$ cat src/rtl/serial_arith_pkg.sv
// Shared definitions for the bit-serial arithmetic blocks.
//   state_e : FSM states used by the serial datapaths (2-bit encoding)
//   ARITH_W : default operand width for the arithmetic set
package serial_arith_pkg;

  localparam int ARITH_W = 4;

  typedef enum logic [1:0] {
    S_IDLE  = 2'd0,
    S_SHIFT = 2'd1,
    S_DONE  = 2'd2
  } state_e;

endpackage

$ cat src/rtl/serial_adder_full_adder.sv
// 1-bit full adder cell, purely combinational.
// Ports:
//   a_i, b_i  : operand bits
//   cin_i     : carry in
//   s_o       : sum bit
//   cout_o    : carry out (majority of the three inputs)
module full_adder (
  input  logic a_i,
  input  logic b_i,
  input  logic cin_i,
  output logic s_o,
  output logic cout_o
);

  assign s_o    = a_i ^ b_i ^ cin_i;
  assign cout_o = (a_i & b_i) | (a_i & cin_i) | (b_i & cin_i);

endmodule

$ cat src/rtl/serial_adder.sv
// Bit-serial unsigned adder: adds two WIDTH-bit operands LSB-first, one bit
// per clock, through a single full-adder cell and a registered carry. The
// last result is held on sum/cout until the next addition completes.
// Ports:
//   clk   : system clock, rising edge
//   rst   : asynchronous active-high reset
//   start : request an addition (accepted only in IDLE)
//   a, b  : operands, captured on the accepting edge
//   sum   : registered (a+b) mod 2^WIDTH
//   cout  : registered carry-out
//   busy  : high while the addition is in progress
//   done  : one-cycle pulse when sum/cout are updated
module serial_adder
  import serial_arith_pkg::*;
#(
  parameter int WIDTH = ARITH_W
) (
  input  logic             clk,
  input  logic             rst,
  input  logic             start,
  input  logic [WIDTH-1:0] a,
  input  logic [WIDTH-1:0] b,
  output logic [WIDTH-1:0] sum,
  output logic             cout,
  output logic             busy,
  output logic             done
);

  localparam int CNT_W = (WIDTH > 1) ? $clog2(WIDTH) : 1;
  localparam logic [CNT_W-1:0] CNT_LAST = CNT_W'(WIDTH - 1);

  state_e             state_q;
  logic [WIDTH-1:0]   a_sh_q, b_sh_q, acc_q;
  logic [WIDTH-1:0]   sum_q;
  logic [CNT_W-1:0]   cnt_q;
  logic               carry_q, cout_q, busy_q, done_q;

  logic               s_bit, c_bit;
  logic [WIDTH-1:0]   acc_d;

  full_adder u_fa (
    .a_i    (a_sh_q[0]),
    .b_i    (b_sh_q[0]),
    .cin_i  (carry_q),
    .s_o    (s_bit),
    .cout_o (c_bit)
  );

  // New sum bit enters at the MSB so that after WIDTH shifts the LSB-first
  // stream lands in its natural bit order.
  generate
    if (WIDTH > 1) begin : g_acc_wide
      assign acc_d = {s_bit, acc_q[WIDTH-1:1]};
    end else begin : g_acc_one
      assign acc_d = s_bit;
    end
  endgenerate

  always_ff @(posedge clk or posedge rst) begin
    if (rst) begin
      state_q <= S_IDLE;
      a_sh_q  <= '0;
      b_sh_q  <= '0;
      acc_q   <= '0;
      cnt_q   <= '0;
      carry_q <= 1'b0;
      sum_q   <= '0;
      cout_q  <= 1'b0;
      busy_q  <= 1'b0;
      done_q  <= 1'b0;
    end else begin
      case (state_q)
        S_IDLE: begin
          done_q <= 1'b0;
          if (start) begin
            a_sh_q  <= a;
            b_sh_q  <= b;
            acc_q   <= '0;
            cnt_q   <= '0;
            carry_q <= 1'b0;
            busy_q  <= 1'b1;
            state_q <= S_SHIFT;
          end
        end
        S_SHIFT: begin
          acc_q   <= acc_d;
          a_sh_q  <= a_sh_q >> 1;
          b_sh_q  <= b_sh_q >> 1;
          carry_q <= c_bit;
          cnt_q   <= cnt_q + CNT_W'(1);
          if (cnt_q == CNT_LAST) begin
            sum_q   <= acc_d;
            cout_q  <= c_bit;
            busy_q  <= 1'b0;
            done_q  <= 1'b1;
            state_q <= S_DONE;
          end
        end
        S_DONE: begin
          // Start requests are ignored here; the next one is taken in IDLE.
          done_q  <= 1'b0;
          state_q <= S_IDLE;
        end
        default: begin
          busy_q  <= 1'b0;
          done_q  <= 1'b0;
          state_q <= S_IDLE;
        end
      endcase
    end
  end

  assign sum  = sum_q;
  assign cout = cout_q;
  assign busy = busy_q;
  assign done = done_q;

endmodule
$ cat config.mk
export PLATFORM = sky130hd
export DESIGN_NAME = serial_adder
export DESIGN_NICKNAME = d
export VERILOG_FILES = /design/src/rtl/serial_arith_pkg.sv /design/src/rtl/serial_adder_full_adder.sv /design/src/rtl/serial_adder.sv
export SDC_FILE = /design/constraint.sdc
export NUM_CORES = 1
export LEC_CHECK = 0
export BUFFER_PORTS_ARGS = -buffer_cell sky130_fd_sc_hd__buf_2
export CORE_MARGIN = 4
export CORE_UTILIZATION = 58
export DETAILED_ROUTE_END_ITERATION = 8
export PLACE_DENSITY_LB_ADDON = 0.15
export REMOVE_ABC_BUFFERS = 1
export SYNTH_ARGS = -nofsm -noshare
export SYNTH_HDL_FRONTEND = slang
export SYNTH_HIERARCHICAL = 1
export SYNTH_SLANG_ARGS = --single-unit
$ cat constraint.sdc
create_clock -name clk -period 1.8 [get_ports clk]
set_input_delay 0.27 -clock clk [delete_from_list [all_inputs] [get_ports clk]]
set_output_delay 0.27 -clock clk [all_outputs]
set_load 0.01 [all_outputs]
==> summary.md, run 1 <==
| Metric | Value |
|---|---|
| Status | complete, no violations |
| Clk_lat worst skew | 300 ps |
| PnR worst setup slack | between 400 and 500 ps |
| Diode count | 0 |
| Starting Density | 63.1% |
| # port buffers | 17 |
| CP startpoint | state_q[1] |
| Layout cells sized above 1 | 41.4% |
| Die Area | 2710 sq um |
| Crit path kind | flop to flop |
| Synth cell count leaders | dfrtp_1 (23), inv_1 (8), a22o_1 (7) |
| Max Clock Freq | 717 MHz |
| RSZ-0062 raised after global routing | false |
| Inst Count DP | 119 |
| FILL cells | ~130 |
| Count leader, synth | dfrtp_1 |
| Worst EP required | a little over 2000 ps |
| Worst setup endpoint | cnt_q[0] |
| DRC viols | 0 |
| Mapped Area | roughly 1100 sq um |
| Sequential share of the synthesized area | 51.2% |
| Synth top area share | 51.2% |
| Flops & latches, synth | 23 |
| Reg2Reg Depth | 2 |
| DRT antenna net count | 0 |
| Pin count of the biggest net entering global routing | 24 |
| FF-to-FF Start | state_q[1] |
| Power Dens Cells | between 1500 and 2000 nW/um^2 |
| Worst hold path class | input pin to flop |
| Crit path max fanout | 11 |
| Peak supply drop | between 0.8 and 0.9 mV |
| Setup Buffers After CTS | 0 |
| FF+latch area | 576 sq um |
| Vias/cell | ~5.4 |
| Slew Viols, Final | 0 |
| H-Tree Depth | 1 |
| Cells after Synth | 79 |
| Yosys warns | 6 |
| WL final | between 1.5 and 2 mm |
| CTS sink count | 23 |
| Primary FF master, synth | dfrtp_1 |
| Total GRT Usage | 15.7% |
| Rows | 15 |
| Initial antenna violation count | 0 |
| TritonCTS clock tree | done |
| Normalized max-slew margin | 60.1% |
| Nets | 113 |
| Layout area overhead | 11.2% |
| Leakage power | 0.598 nW |
| Initial DRC count | 5 |
| Chip width | 52.0 um |
| Measured slew at the worst slew-check pin | 598 ps |
| Ports | 18 |
| Endpoints failing setup | 0 |
| Fin cells | 124 |
| Core area | 1780 sq um |
| Final hold slack | 175 ps |
| Tcrit/Tclk final | 77.5% |
| Clock skew | 1.96 ps |
| Clock root cell | clkbuf_4 |
| DR vias | 668 |
| Detailed Place HPWL | 1.31 mm |
| Clk pin slew, worst setup/hold paths | between 100 and 150 ps |
| Asr flop ratio synth | 100% |
| Setup TNS | 0 ps |
| GRT overflow | 0 |
| TritonCTS Buffers | 3 |
| R2r setup slk | approximately 400 ps |
| First-pass GRT wire length | about 3.2 mm |
| Nature of the critical path endpoint | flop |
| WL/cell | 14.1 um |
| Largest area contributor in the netlist | dfrtp_1 |
| Critical path launch point type | flop |
| Main area contributors after synthesis | dfrtp_1 (51%), nor4b_2 (8.0%), a211oi_2 (5.6%) |
| Post-synth EDFFs | 0 |
| Fin. Hold Viols | 0 |
| Die H | 52.0 um |
| Reg-to-Reg End | cnt_q[0] |
| Number of max-cap violations | 0 |
| Area occupied by multi-input gates | between 400 and 500 sq um |
| Crit path DAT | 1650 ps |
| Synth unique cells | 23 |
| Post-layout min period | 1400 ps |
| Clk buf depth | 2 |
| First-pass DRT Iterations | 3 |
| DP Worst Slack | approximately 430 ps |
| Vias in the first global route | 695 |
| Mapped Avg Cell Area | 14.2 sq um |
| RePlAce Congestion | 0.699 |
-- state kept, by name, indices dropped and copies added (netlist names) --
register  flops
a_sh_q        4
b_sh_q        4
sum           4
acc_q         3
cnt_q         2
state_q       2
busy          1
carry_q       1
cout          1
done          1
-- routing by layer --
metal	part of all wire, %	global-route usage (%)
met1	49	22.1
met2	47	25.1
met3	3.0	2.58
met4	1.3	3.93
met5	0	0
-- final cells by class --
| type | count | share of cell area [%] |
|---|---|---|
| flip-flops and latches | 23 | 46.0 |
| repair buffers | 22 | 10.0 |
| well taps | 25 | 2.50 |
| clock buffers | 3 | 1.80 |
| multi-input cells | 42 | 36.9 |
| inverters | 8 | 2.40 |
| clock inverters | 1 | 0.400 |
-- worst min path at each step --
stage | startpoint | to | slack, ps | cells past startpoint
global route | a[3] | a_sh_q[3] | 160 | 2
floorplan | rst | a_sh_q[0] | 270 | 1
detailed placement | rst | cnt_q[0] | 320 | 3
global placement | rst | cnt_q[0] | 320 | 3
CTS | b[3] | b_sh_q[3] | 160 | 2
finish | b[3] | b_sh_q[3] | 180 | 2
-- cells by family after synthesis --
kind of cell / Yosys count / synth area share [%]
fa+ha+maj: 2 / 2.89
simple gates: 16 / 15.9
mux: 6 / 6.01
compound gates: 18 / 16.2
flops: 23 / 51.2
buf+inv: 14 / 7.79
-- timing repair --
action,CTS,global route
endpoints found under the hold margin,23,0
setup endpoints to repair,0,0
resized for setup,0,0
hold buffers,1,0
-- where the power goes --
part           internal, mW  switching (mW)
clock                0.0829           0.152
sequential            0.749           0.152
combinational         0.473           0.463
-- metrics by stage --
stage / total power, mW / cell area [sq um] / utilization [%]
global route: 2.25 / 1250 / 70.2
CTS: 2.11 / 1250 / 70.2
floorplan: 1.57 / 1070 / -
detailed placement: 1.87 / 1210 / 68.1
finish: 2.07 / 1250 / 70.2
global placement: 1.81 / 1210 / 68.1
-- layout by cell type, fill, tap and decap left out, types with 2 or more instances in the layout --
cell	count
inv_1	8
dfrtp_1	23
mux2_1	5
a22o_1	7
nor3b_1	5
buf_2	17
nor4b_2	6
a211oi_2	5
clkbuf_4	3
buf_4	4
nand2b_1	2
-- worst max-delay path, cell delays in order (launching register included) --
cell and delay [ps]:
dfrtp_1 530, nor2b_1 540, mux2_2 270
Power figures use the tool's default switching activity.
==> run 2: changes to the inputs <==
- ABC_AREA: not set -> 1
- CORE_UTILIZATION: 58 -> 54
- clock period: 1.8 -> 1.4 ns (I/O delays scaled with it)
==> run 2 against run 1 <==
Compared with the run above:
- worst setup slack got worse by 210 ps
- routed wire length is 8.7% higher
- die area up 7.0%
- power rose by 35%
- global-route usage decreased by 0.27 points
- first-iteration DRC count is 20% higher
- critical path type unchanged
- critical endpoint is now acc_q[3]
- core utilization decreased by 6.6 points
- final cell count increased by 32%
- sequential share of layout area is 0.32 points lower
==> summary.md, run 2 <==
| Metric | Value |
|---|---|
| Rows | 16 (+1) |
| R2r setup slk | 190 ps (-210 ps) |
| Layout cells sized above 1 | 32.1% (-9.3 points) |
| DRT antenna net count | 0 (unchanged) |
| Fin area | 1260 sq um (+0.70%) |
| Fin. Hold Viols | 0 (unchanged) |
| Setup Buffers After CTS | 0 (unchanged) |
| Number of max-cap violations | 0 (unchanged) |
| Met2 WL | 887 um (+7.5%) |
| DP Worst Slack | 200 ps (-233 ps) |
| CTS sink count | 23 (unchanged) |
| Commonest non-fill, non-tap cells in the layout | nand2_1 (26), dfrtp_1 (23), buf_2 (17) |
| # port buffers | 17 (unchanged) |
| Mapped Area | 1130 sq um (+0.89%) |
| Reg-to-Reg End | acc_q[3] |
| Nets | 151 (+34%) |
| First-pass DRT Iterations | 4 (+1) |
| Vias/cell | 4.80 (-11%) |
| Leakage power | 0.669 nW (+12%) |
| GRT overflow | 0 (unchanged) |
| Synth unique cells | 23 (unchanged) |
| Total GRT Usage | 15.4% (-0.27 points) |
| Initial DRC count | 6 (+1) |
| DR vias | 788 (+18%) |
| FILL cells | 181 (+41%) |
| Primary FF master, synth | dfrtp_1 |
| Critical path launch point type | flop |
| Initial antenna violation count | 0 (unchanged) |
| Endpoints failing setup | 0 (unchanged) |
| Pin count of the biggest net entering global routing | 24 (unchanged) |
| WL/cell | 11.6 um (-18%) |
| Tcrit/Tclk final | 86.4% (+8.9 points) |
| First-pass GRT wire length | 3.15 mm (-1.1%) |
| Mapped Avg Cell Area | 9.70 sq um (-32%) |
| Max Clock Freq | 827 MHz (+15%) |
| Ports | 18 (unchanged) |
| H-Tree Depth | 1 (unchanged) |
| Top Layer Used | met4 |
| PnR worst setup slack | 191 ps (-214 ps) |
| Starting Density | 57.3% (-5.8 points) |
| Crit path kind | flop to flop |
| Cells after Synth | 117 (+48%) |
| RePlAce Congestion | 0.814 (+16%) |
| Status | complete, no violations |
| Clk_lat worst skew | 310 ps (about the same) |
| RSZ-0062 raised after global routing | false |
| Largest area contributor in the netlist | dfrtp_1 |
| Worst setup endpoint | acc_q[3] |
| Crit path DAT | 1470 ps (-180 ps) |
| Clock skew | 2.21 ps (+0.248 ps) |
| Cts repair resizes | 0 (unchanged) |
| Power Dens Cells | 2230 nW/um^2 (+34%) |
| Setup TNS | 0 ps (unchanged) |
| Cell area after placement | 1220 sq um (+0.52%) |
| Peak supply drop | 1.25 mV (+45%) |
| Crit path max fanout | 2 (-9) |
| Chip width | 53.8 um (+3.5%) |
| Post-layout min period | 1210 ps (-186 ps) |
| Yosys warns | 6 (unchanged) |
| Sequential share of the synthesized area | 50.7% (-0.45 points) |
| Measured slew at the worst slew-check pin | 307 ps (-291 ps) |
| Clk pin slew, worst setup/hold paths | 130 ps (about the same) |
| Met1 Wirelength | 892 um (+4.8%) |
| Count leader, synth | nand2_1 |
| Clk buf depth | 2 (unchanged) |
| Clock root cell | clkbuf_4 |
| Synth cell count leaders | nand2_1 (26), dfrtp_1 (23), inv_1 (15) |
| WL final | 1.90 mm (+8.7%) |
| Post-synth EDFFs | 0 (unchanged) |
| Main area contributors after synthesis | dfrtp_1 (51%), nand2_1 (8.6%), nand3_1 (6.2%) |
| Final hold slack | 91.5 ps (-83.7 ps) |
| Layout area overhead | 11.0% |
| Reg2Reg Depth | 3 (+1) |
| Die H | 53.8 um (+3.5%) |
| Synth top area share | 50.7% (-0.45 points) |
| DRC viols | 0 (unchanged) |
| Detailed Place HPWL | 1.40 mm (+6.9%) |
| Most common cell after layout, fill and taps aside | nand2_1 |
| Diode count | 0 (unchanged) |
| Core area | 1980 sq um (+11%) |
| Die Area | 2900 sq um (+7.0%) |
| Slew Viols, Final | 0 (unchanged) |
| Overall power after layout | 2.81 mW (+35%) |
| Worst hold path class | input pin to flop |
| FF-to-FF Start | a_sh_q[0] |
| Flops & latches, synth | 23 (unchanged) |
| TritonCTS clock tree | done |
| Asr flop ratio synth | 100% (unchanged) |
| TritonCTS Buffers | 3 (unchanged) |
| Normalized max-slew margin | 79.6% (+19 points) |
| Worst EP required | 1660 ps (-390 ps) |
| CP startpoint | a_sh_q[0] |
| Vias in the first global route | 751 (+8.1%) |
| Nature of the critical path endpoint | flop |
| Routed wl met3 | 96 um (+85%) |
| Hold buffers post-CTS | 1 (unchanged) |
-- run 2: changes by cell type in the layout (fill, tap and decap cells not counted), moves of 5 or more --
cell      previous run  this run
nor4b_2              6         0
mux2_1               5         0
o21ai_1              0         5
nor3b_1              5         0
inv_1                8        15
a22o_1               7         0
nand2_1              0        26
nand3_2              0         5
nand3_1              0        14
a211oi_2             5         0
-- run 2: area by class of cell --
| cell class | instances | area (sq um) | share of cell area (%) |
|---|---|---|---|
| flip-flops and latches | 23 | 576 | 45.7 |
| multi-input cells | 72 | 439 | 34.9 |
| repair buffers | 20 | 110 | 8.74 |
| inverters | 18 | 71.3 | 5.66 |
| well taps | 27 | 33.8 | 2.68 |
| clock buffers | 3 | 22.5 | 1.79 |
| clock inverters | 1 | 7.51 | 0.596 |
-- run 2: worst min-delay path by stage --
stage / from / to / depth (start not counted)
after floorplan: rst / a_sh_q[0] / 1
after detailed placement: rst / busy / 3
after global routing: b[3] / b_sh_q[3] / 3
after global placement: rst / b_sh_q[3] / 3
final: a[3] / a_sh_q[3] / 3
after CTS: b[3] / b_sh_q[3] / 3
-- run 2: power by group --
group / switching [mW] / total [mW] / internal [mW]
combinational: 0.802 / 1.32 / 0.520
clock: 0.208 / 0.317 / 0.109
sequential: 0.206 / 1.17 / 0.961
-- run 2: per-layer routing --
layer  global-route usage (%)  vias to the layer above
met5                        0                        -
met4                     7.66                        0
met3                     2.77                        5
met2                     24.6                       15
met1                     20.1                      360
li1                         -                      408
-- run 2: critical path, stage by stage, from the launching register on --
cell and delay [ps]:
dfrtp_1 440, fa_1 580, nand2_1 70, o21ai_2 60
-- run 2: logic make-up after synthesis --
kind of cell / synth area share [%]
flip-flops: 50.7
AO/OA/AOI/OAI: 7.72
adder cells (fa/ha/maj): 2.87
buffers and inverters: 10.6
AND/OR/NAND/NOR: 28.1
-- run 2: metrics by stage --
| step | utilization [%] | instances |
|---|---|---|
| detailed placement | 61.6 | 159 |
| floorplan | - | 113 |
| CTS | 63.6 | 164 |
| global route | 63.6 | 164 |
| global placement | 61.6 | 159 |
| finish | 63.6 | 164 |
==> run 3: changes to the inputs <==
- CORE_MARGIN: 4 -> 2
==> run 3 against run 2 <==
Compared with the run above:
- routed wire length is 3.1% higher
- maximum frequency decreased by 0.78%
- clock power up 1%
- critical endpoint is now b_sh_q[0]
- clock-buffer cell count unchanged
- via count grew 1.3%
- combinational power barely moved
- largest power group unchanged
- highest routed layer unchanged
- worst setup slack got worse by 9.5 ps
- sequential power about the same
- first-iteration DRC count grew 17%
- critical path depth is 2 higher
- final area is the same
==> summary.md, run 3 (synthesis results as in run 2) <==
| Metric | Value |
|---|---|
| Status | complete, no violations |
| H-Tree Depth | 1 (unchanged) |
| Number of max-cap violations | 0 (unchanged) |
| Fin cells | 164 (unchanged) |
| RePlAce Congestion | 0.765 (-5.9%) |
| WL final | 1.96 mm (+3.1%) |
| First-pass DRT Iterations | 2 (-2) |
| Normalized max-slew margin | 78.5% (-1.0 points) |
| Max Clock Freq | 821 MHz (-0.78%) |
| Tcrit/Tclk final | 87.1% (+0.68 points) |
| Crit path max fanout | 16 (+14) |
| Vias/cell | 4.87 (+1.3%) |
| Slew Viols, Final | 0 (unchanged) |
| Core area | 1980 sq um (unchanged) |
| Vias in the first global route | 763 (+1.6%) |
| Die Area | 2480 sq um (-14%) |
| DRC viols | 0 (unchanged) |
| Nets | 151 (unchanged) |
| Chip width | 49.8 um (-7.4%) |
| Starting Density | 57.3% (unchanged) |
| Rows | 16 (unchanged) |
| Crit path kind | flop to flop |
| Clock root cell | clkbuf_4 |
| Initial DRC count | 7 (+1) |
| WL/cell | 12.0 um (+3.1%) |
| Finished Core Util | 63.6% (unchanged) |
| Layout cells sized above 1 | 32.1% (unchanged) |
| Fin area | 1260 sq um (unchanged) |
| Post-layout min period | 1220 ps (+9.46 ps) |
| # port buffers | 17 (unchanged) |
| Clk pin slew, worst setup/hold paths | 140 ps (about the same) |
| Die H | 49.8 um (-7.4%) |
| Most common cell after layout, fill and taps aside | nand2_1 |
| Clk buf depth | 2 (unchanged) |
| CTS sink count | 23 (unchanged) |
| Nature of the critical path endpoint | flop |
| Setup Buffers After CTS | 0 (unchanged) |
| Cell area after placement | 1220 sq um (unchanged) |
| Detailed Place HPWL | 1.43 mm (+2.0%) |
| TritonCTS clock tree | done |
| Measured slew at the worst slew-check pin | 322 ps (+15.7 ps) |
| TritonCTS Buffers | 3 (unchanged) |
| PnR worst setup slack | 181 ps (-9.46 ps) |
| Pin count of the biggest net entering global routing | 24 (unchanged) |
| Worst EP required | 1660 ps (about the same) |
| RSZ-0062 raised after global routing | false |
| Fin. Hold Viols | 0 (unchanged) |
| Diode count | 0 (unchanged) |
| First-pass GRT wire length | 3.48 mm (+11%) |
| Power Dens Cells | 2250 nW/um^2 (+0.81%) |
| DRT antenna net count | 0 (unchanged) |
| Endpoints failing setup | 0 (unchanged) |
| Ports | 18 (unchanged) |
| DP Worst Slack | 189 ps (-11.6 ps) |
| Layout area overhead | 11.0% (unchanged) |
| Commonest non-fill, non-tap cells in the layout | nand2_1 (26), dfrtp_1 (23), buf_2 (17) |
| Initial antenna violation count | 0 (unchanged) |
| DR vias | 798 (+1.3%) |
| Worst hold path class | input pin to flop |
| Leakage power | 0.669 nW (unchanged) |
| Inst Count DP | 159 (unchanged) |
| Clk_lat worst skew | 310 ps (about the same) |
| Setup TNS | 0 ps (unchanged) |
| Total GRT Usage | 18.4% (+3.0 points) |
| GRT overflow | 0 (unchanged) |
| Crit path DAT | 1470 ps (about the same) |
| Final hold slack | 97.4 ps (+5.93 ps) |
| Overall power after layout | 2.83 mW (+0.81%) |
| Clock skew | 8.41 ps (+6.20 ps) |
| Peak supply drop | 1.22 mV (-2.1%) |
| Critical path launch point type | flop |
## run 3: cell counts in the layout (fill, tap and decap cells not counted)
No cell type changed its count.
## run 3: layout make-up
type / count / area (sq um)
Timing Repair Buffer: 20 / 110
Clock inverter: 1 / 7.51
Sequential cell: 23 / 576
Inverter: 18 / 71.3
Multi-Input combinational cell: 72 / 439
Clock buffer: 3 / 22.5
Tap cell: 27 / 33.8
Fill cell: 174 / 722
## run 3: worst max-delay path, cell delays in order, from the launching register on
cell and delay [ps]:
dfrtp_1 440, inv_2 180, nand2_4 160, nand2_4 220, nand3_2 90, nand2_1 70
## run 3: where the power goes
group          internal (mW)  leakage, nW  switching [mW]
Clock                  0.109       0.0139           0.212
Sequential             0.961        0.290           0.208
Combinational          0.520        0.365           0.820
Total                   1.59        0.669            1.24
## run 3: routing by layer
layer  routed length, um  track usage, %  vias up
met5                   0               0        -
li1                    -               -      411
met4                  19            8.33        0
met3                  75            4.24        2
met1                 952            25.7      371
met2                 915            27.3       14
## run 3: what timing repair did
item / in CTS / in global routing
hold buffers: 1 / 0
gates resized for setup: 0 / 0
hold endpoints to repair: 23 / 0
## run 3: path summary, 6_finish.rpt
check | startpoint | depth (start not counted) | endpoint | slack, ps
setup / recovery | state_q[1] | 5 | b_sh_q[0] | 180
max in group asynchronous | rst | 4 | b_sh_q[0] | 720
min in group asynchronous | rst | 4 | busy | 450
hold reg to reg | sum[3] | 2 | sum[3] | 490
setup reg to reg | state_q[1] | 5 | b_sh_q[0] | 180
hold / removal | a[3] | 3 | a_sh_q[3] | 100
